## config.mk

```make
export PLATFORM = sky130hd
export DESIGN_NAME = mem_port_arbiter
export DESIGN_NICKNAME = d
export VERILOG_FILES = /design/src/rtl/mem_arb_pkg.sv /design/src/rtl/mem_lat_counter.sv /design/src/rtl/mem_port_arbiter.sv
export SDC_FILE = /design/constraint.sdc
export NUM_CORES = 1
export LEC_CHECK = 0
export ABC_AREA = 0
export CAP_MARGIN = 0
export CORE_MARGIN = 3
export CORE_UTILIZATION = 41
export CTS_CLUSTER_DIAMETER = 50
export CTS_CLUSTER_SIZE = 30
export DETAILED_ROUTE_END_ITERATION = 10
export PLACE_DENSITY = 0.81
export SLEW_MARGIN = 20
export SYNTH_ARGS = -nofsm -noshare
export SYNTH_HDL_FRONTEND = slang
export SYNTH_HIERARCHICAL = 1
export SYNTH_SLANG_ARGS = --single-unit
export TNS_END_PERCENT = 100
```

## constraint.sdc

```tcl
create_clock -name CLK -period 1.75 [get_ports CLK]
set_input_delay 0.35 -clock CLK [delete_from_list [all_inputs] [get_ports CLK]]
set_output_delay 0.35 -clock CLK [all_outputs]
set_load 0.02 [all_outputs]
```

## src/rtl/mem_arb_pkg.sv

```systemverilog
// Shared types for the memory port arbiter.
//   arb_state_e : sequencer states
//   owner_e     : which requester owns the current transaction
//   CNT_W       : latency counter width (MEM_LAT up to 7)
package mem_arb_pkg;
   typedef enum logic [1:0] {IDLE, ISSUE, WAIT, RESP} arb_state_e;
   typedef enum logic {OWN_IF = 1'b0, OWN_DMEM = 1'b1} owner_e;
   localparam int CNT_W = 3;
endpackage

```

## src/rtl/mem_lat_counter.sv

```systemverilog
// Read-latency counter for the memory port arbiter.
//   CLK, RST : clock, synchronous active-high reset
//   load_i   : load MEM_LAT
//   dec_i    : decrement (saturates at 0)
//   done_o   : high while the count is 1, i.e. the cycle MemRdata is valid
module mem_lat_counter
   import mem_arb_pkg::*;
#(
   parameter int MEM_LAT = 2
) (
   input  logic CLK,
   input  logic RST,
   input  logic load_i,
   input  logic dec_i,
   output logic done_o
);
   logic [CNT_W-1:0] cnt_q, cnt_d;

   always_comb begin
      cnt_d = cnt_q;
      if (load_i)
         cnt_d = CNT_W'(MEM_LAT);
      else if (dec_i && cnt_q != '0)
         cnt_d = cnt_q - 1'b1;
   end

   always_ff @(posedge CLK) begin
      if (RST) cnt_q <= '0;
      else     cnt_q <= cnt_d;
   end

   assign done_o = (cnt_q == CNT_W'(1));
endmodule

```

## src/rtl/mem_port_arbiter.sv

```systemverilog
// Shares one single-port synchronous memory between instruction fetch and
// the data-memory path. One transaction at a time: IDLE grants, ISSUE
// pulses MemEn, WAIT counts out the read latency, RESP pulses Valid.
//   CLK, RST                    : clock, synchronous active-high reset
//   IfReq/IfAddr                : fetch read request (held until IfValid)
//   IfRdata/IfValid/IfStall     : fetch response and stall
//   DmemREB/DmemWEB             : active-low data read/write strobes
//   DmemAddr/DmemWdata          : data address and store data
//   DmemRdata/DmemValid/DmemStall : data response and stall
//   MemEn/MemWe/MemAddr/MemWdata/MemRdata : memory port
module mem_port_arbiter
   import mem_arb_pkg::*;
#(
   parameter int ADDR_W  = 32,
   parameter int DATA_W  = 32,
   parameter int MEM_LAT = 2
) (
   input  logic              CLK,
   input  logic              RST,
   input  logic              IfReq,
   input  logic [ADDR_W-1:0] IfAddr,
   output logic [DATA_W-1:0] IfRdata,
   output logic              IfValid,
   output logic              IfStall,
   input  logic              DmemREB,
   input  logic              DmemWEB,
   input  logic [ADDR_W-1:0] DmemAddr,
   input  logic [DATA_W-1:0] DmemWdata,
   output logic [DATA_W-1:0] DmemRdata,
   output logic              DmemValid,
   output logic              DmemStall,
   output logic              MemEn,
   output logic              MemWe,
   output logic [ADDR_W-1:0] MemAddr,
   output logic [DATA_W-1:0] MemWdata,
   input  logic [DATA_W-1:0] MemRdata
);
   arb_state_e        state_q, state_d;
   owner_e            owner_q, owner_d;
   owner_e            last_q, last_d;
   owner_e            grant;
   logic              mem_en_q, mem_en_d;
   logic              mem_we_q, mem_we_d;
   logic [ADDR_W-1:0] mem_addr_q, mem_addr_d;
   logic [DATA_W-1:0] mem_wdata_q, mem_wdata_d;
   logic [DATA_W-1:0] if_rdata_q, if_rdata_d;
   logic [DATA_W-1:0] dm_rdata_q, dm_rdata_d;
   logic              if_valid_q, if_valid_d;
   logic              dm_valid_q, dm_valid_d;
   logic              cnt_load, cnt_dec, cnt_done;

   // Both strobes low collapses to a write.
   logic dm_req, dm_wr;
   assign dm_req = ~DmemREB | ~DmemWEB;
   assign dm_wr  = ~DmemWEB;

   mem_lat_counter #(.MEM_LAT(MEM_LAT)) u_lat (
      .CLK    (CLK),
      .RST    (RST),
      .load_i (cnt_load),
      .dec_i  (cnt_dec),
      .done_o (cnt_done)
   );

   always_comb begin
      state_d     = state_q;
      owner_d     = owner_q;
      last_d      = last_q;
      grant       = OWN_IF;
      mem_en_d    = 1'b0;
      mem_we_d    = mem_we_q;
      mem_addr_d  = mem_addr_q;
      mem_wdata_d = mem_wdata_q;
      if_rdata_d  = if_rdata_q;
      dm_rdata_d  = dm_rdata_q;
      if_valid_d  = 1'b0;
      dm_valid_d  = 1'b0;
      cnt_load    = 1'b0;
      cnt_dec     = 1'b0;
      case (state_q)
         IDLE: begin
            if (IfReq || dm_req) begin
               // On a tie the requester not served last time wins.
               if (IfReq && dm_req) grant = (last_q == OWN_IF) ? OWN_DMEM : OWN_IF;
               else if (dm_req)     grant = OWN_DMEM;
               else                 grant = OWN_IF;
               owner_d  = grant;
               state_d  = ISSUE;
               mem_en_d = 1'b1;
               if (grant == OWN_DMEM) begin
                  mem_we_d   = dm_wr;
                  mem_addr_d = DmemAddr;
                  if (dm_wr) mem_wdata_d = DmemWdata;
               end else begin
                  mem_we_d   = 1'b0;
                  mem_addr_d = IfAddr;
               end
            end
         end
         ISSUE: begin
            mem_we_d = 1'b0;
            if (mem_we_q) begin
               state_d    = RESP;
               dm_valid_d = 1'b1;
            end else begin
               state_d  = WAIT;
               cnt_load = 1'b1;
            end
         end
         WAIT: begin
            cnt_dec = 1'b1;
            if (cnt_done) begin
               state_d = RESP;
               if (owner_q == OWN_DMEM) begin
                  dm_rdata_d = MemRdata;
                  dm_valid_d = 1'b1;
               end else begin
                  if_rdata_d = MemRdata;
                  if_valid_d = 1'b1;
               end
            end
         end
         RESP: begin
            // Requests are deliberately ignored here so a request still
            // high during its Valid cycle is not issued a second time.
            last_d  = owner_q;
            state_d = IDLE;
         end
         default: state_d = IDLE;
      endcase
   end

   always_ff @(posedge CLK) begin
      if (RST) begin
         state_q     <= IDLE;
         owner_q     <= OWN_IF;
         last_q      <= OWN_IF;
         mem_en_q    <= 1'b0;
         mem_we_q    <= 1'b0;
         mem_addr_q  <= '0;
         mem_wdata_q <= '0;
         if_rdata_q  <= '0;
         dm_rdata_q  <= '0;
         if_valid_q  <= 1'b0;
         dm_valid_q  <= 1'b0;
      end else begin
         state_q     <= state_d;
         owner_q     <= owner_d;
         last_q      <= last_d;
         mem_en_q    <= mem_en_d;
         mem_we_q    <= mem_we_d;
         mem_addr_q  <= mem_addr_d;
         mem_wdata_q <= mem_wdata_d;
         if_rdata_q  <= if_rdata_d;
         dm_rdata_q  <= dm_rdata_d;
         if_valid_q  <= if_valid_d;
         dm_valid_q  <= dm_valid_d;
      end
   end

   assign MemEn     = mem_en_q;
   assign MemWe     = mem_we_q;
   assign MemAddr   = mem_addr_q;
   assign MemWdata  = mem_wdata_q;
   assign IfRdata   = if_rdata_q;
   assign DmemRdata = dm_rdata_q;
   assign IfValid   = if_valid_q;
   assign DmemValid = dm_valid_q;
   assign IfStall   = IfReq & ~if_valid_q;
   assign DmemStall = dm_req & ~dm_valid_q;
endmodule

```

==> impl_metrics.tcl <==
set metrics [dict create \
    place_ws_ps -259 \
    syn_to_final_growth_pct 68.4 \
    grt_pass1_vias 5417 \
    r2r_slack_ps 150 \
    drc 0 \
    die_area_um2 14800 \
    final_core_util_pct 72.0 \
    cp_data_arrival_time_ps 1370 \
    cellPowerDensity_nw_per_um2 1220 \
    cts_tree "done" \
    placementRows 41 \
    wl_met2_mm 8.74 \
    synth_edf_count 0 \
    ys_warn_count 6 \
    ctsResizeCount 21 \
    period_share_pct 98.1 \
    first_pass_iters 5 \
    tightest_slew_ps 449 \
    slowest_stage "clkdlybuf4s50_1" \
    p_leak_nw 4.33 \
    max_freq_mhz 582 \
    drt.antenna.violating_nets 0 \
    ctsHtreeMaxLevel 4 \
    fin_crit_ps 1720 \
    synth.top_cell.area_share_pct 50.7 \
    wire_per_inst_um 15.8 \
    via_per_inst 5.17 \
    antenna_found_initial 1 \
    avgSynthCellArea_um2 8.11 \
    pin_count 267 \
    post_synth_num_cell_types 40 \
    dieWidth_um 122 \
    hold_class "in -> reg" \
    drt_wl_total_mm 17.6 \
    final-setup-viol-count 0 \
    finalWorstSetupSlack_ps 32.8 \
    gp_congestion 0.790 \
    portBuffers 266 \
    ir_worst_vdd_v 0.000830 \
    drt-met1-wl_mm 6.99 \
    multi_input_area_um2 2430 \
    cts_buffers 17 \
    netlist_top_cells_area "dfxtp_1 51%, nand2_1 13%, a21oi_1 12%" \
    slowest_delay_ps 640 \
    cp-end-kind "output port" \
    critical_path_peak_fanout 2 \
    whs_ps 173 \
    clock-root-buffer "clkbuf_16" \
    finalMaxSlewViolations 0 \
    grt_use_total_pct 23.1 \
    ys_seq_elements 139 \
    nets 1072 \
    critPathBufInv 1 \
    dr_total_vias 5765 \
    path_clk_slew_ps 50 \
    clkSinkCount 139 \
    n_fill_cell 1004 \
    max_cap_viol_count 0 \
    die_h_um 122 \
    syn_area_um2 5480 \
    critPathTopFamily "buffers and inverters" \
    path_class "reg -> out" \
    postCtsHoldBufs 0 \
    crit_path_start_kind "register" \
    grt_max_degree 95 \
    wl_met3_mm 1.63 \
    grt-ovfl-total 0 \
    skew_ps 7.59 \
    worstSkewPairLatency_ps 410 \
    async_flop_share_pct 0 \
    fin_tns_setup_ps 0 \
    max-clock-path-buffers 2 \
    status "finished, final reports clean" \
    path_cells "clkdlybuf4s50_1" \
    seq_area_um2 2780 \
    synth.largest_area_cell "dfxtp_1" \
    grt_setup_unrepaired "false" \
    seq_area_frac_synth_pct 50.7 \
    cts_setup_buffers 0 \
    grt_pass1_wl_mm 27.2 \
    synth_fp_nets 817 \
    dpl.hpwl_mm 11.9 \
    syn_inst 676 \
    ys.flop_type "dfxtp_1" \
    slew_headroom_pct 70.1 \
    required_ps 1400 \
    top_layer "met4" \
    final-hold-violation-count 0 \
    initial_utilization_pct 42.8 \
    drt-initial-drc-count 472 \
    drive_gt1_share_pct 7.53 \
    coreArea_um2 12800 \
]
-- cells in the mapped netlist (2+ instances only) --
cell      number
a21oi_1      133
dfxtp_1      139
o21ai_0       33
nand3b_1       2
ha_1           8
nor2_1         3
nand2b_1       3
inv_1          5
nand2_1      194
clkbuf_1      28
buf_4          4
a211oi_1       2
buf_1          5
nor3_1         3
nor2b_1        3
buf_2         21
a21o_1         2
nand3_1       35
a311oi_1      32
-- stage by stage --
stage	std cells	cell area (um2)	power [mW]
6_report	1116	9230	11.3
4_1_cts	1115	9090	11.4
3_5_place_dp	1084	8490	7.65
5_1_grt	1116	9230	11.8
2_1_floorplan	676	5480	5.88
3_3_place_gp	1084	8490	7.60
-- worst paths after layout --
| kind | start | end | cells past startpoint |
|---|---|---|---|
| worst max-delay path | MemAddr[1] | MemAddr[1] | 1 |
| worst min-delay path | RST | MemAddr[28] | 2 |
| worst max register to register | state_q[0] | IfRdata[23] | 7 |
| worst min register to register | IfRdata[7] | IfRdata[7] | 2 |
-- placed cells by master (no fill, tap or decap), types with 2 or more instances in the layout --
cell / n
clkdlybuf4s50_1: 186
clkbuf_16: 17
nand2_1: 194
nand3b_1: 2
nand2b_1: 3
nor2_1: 3
clkinv_4: 3
dlygate4sd2_1: 20
nor3_1: 3
clkinv_2: 3
dfxtp_1: 139
a21oi_1: 133
o21ai_0: 33
a211oi_1: 2
buf_12: 14
a311oi_1: 32
buf_4: 15
nor2b_1: 2
bufinv_16: 4
clkbuf_8: 2
nand3_1: 35
ha_1: 7
inv_1: 5
a21o_1: 2
dlymetal6s2s_1: 58
-- registers in the layout, indices dropped and copies added (netlist names) --
name         count
DmemRdata       32
IfRdata         32
MemAddr         32
MemWdata        32
u_lat/cnt_q      3
state_q          2
DmemValid        1
IfValid          1
MemEn            1
MemWe            1
last_q           1
owner_q          1
-- layout make-up --
class                      count  area share, %
inverter                       5          0.203
multi-input combinational    474           26.3
timing repair buffer         294           34.2
clock buffer                  20           4.95
clock inverter                11           1.83
antenna                        1         0.0271
sequential                   139           30.1
tap                          172           2.33
-- power breakdown --
group	internal [mW]	switching, mW	total [mW]
Combinational	1.67	1.91	3.57
Sequential	3.67	0.259	3.92
Clock	2.45	1.33	3.78
Total	7.78	3.49	11.3
-- logic make-up after synthesis --
| family | count (synthesis) | share of synthesized area [%] |
|---|---|---|
| AOI/OAI and AO/OA | 209 | 22.3 |
| muxes | 1 | 0.183 |
| and+or+nand+nor | 256 | 19.9 |
| DFF | 139 | 50.7 |
| adders and majority gates | 8 | 1.83 |
| buffers and inverters | 63 | 5.07 |
-- layer usage --
layer | up-vias | track usage (%)
met3 | 22 | 9.19
met4 | 0 | 8.61
met1 | 2646 | 26.9
met2 | 257 | 38.4
li1 | 2840 | -
met5 | - | 0
(Power assumes the default switching activity.)
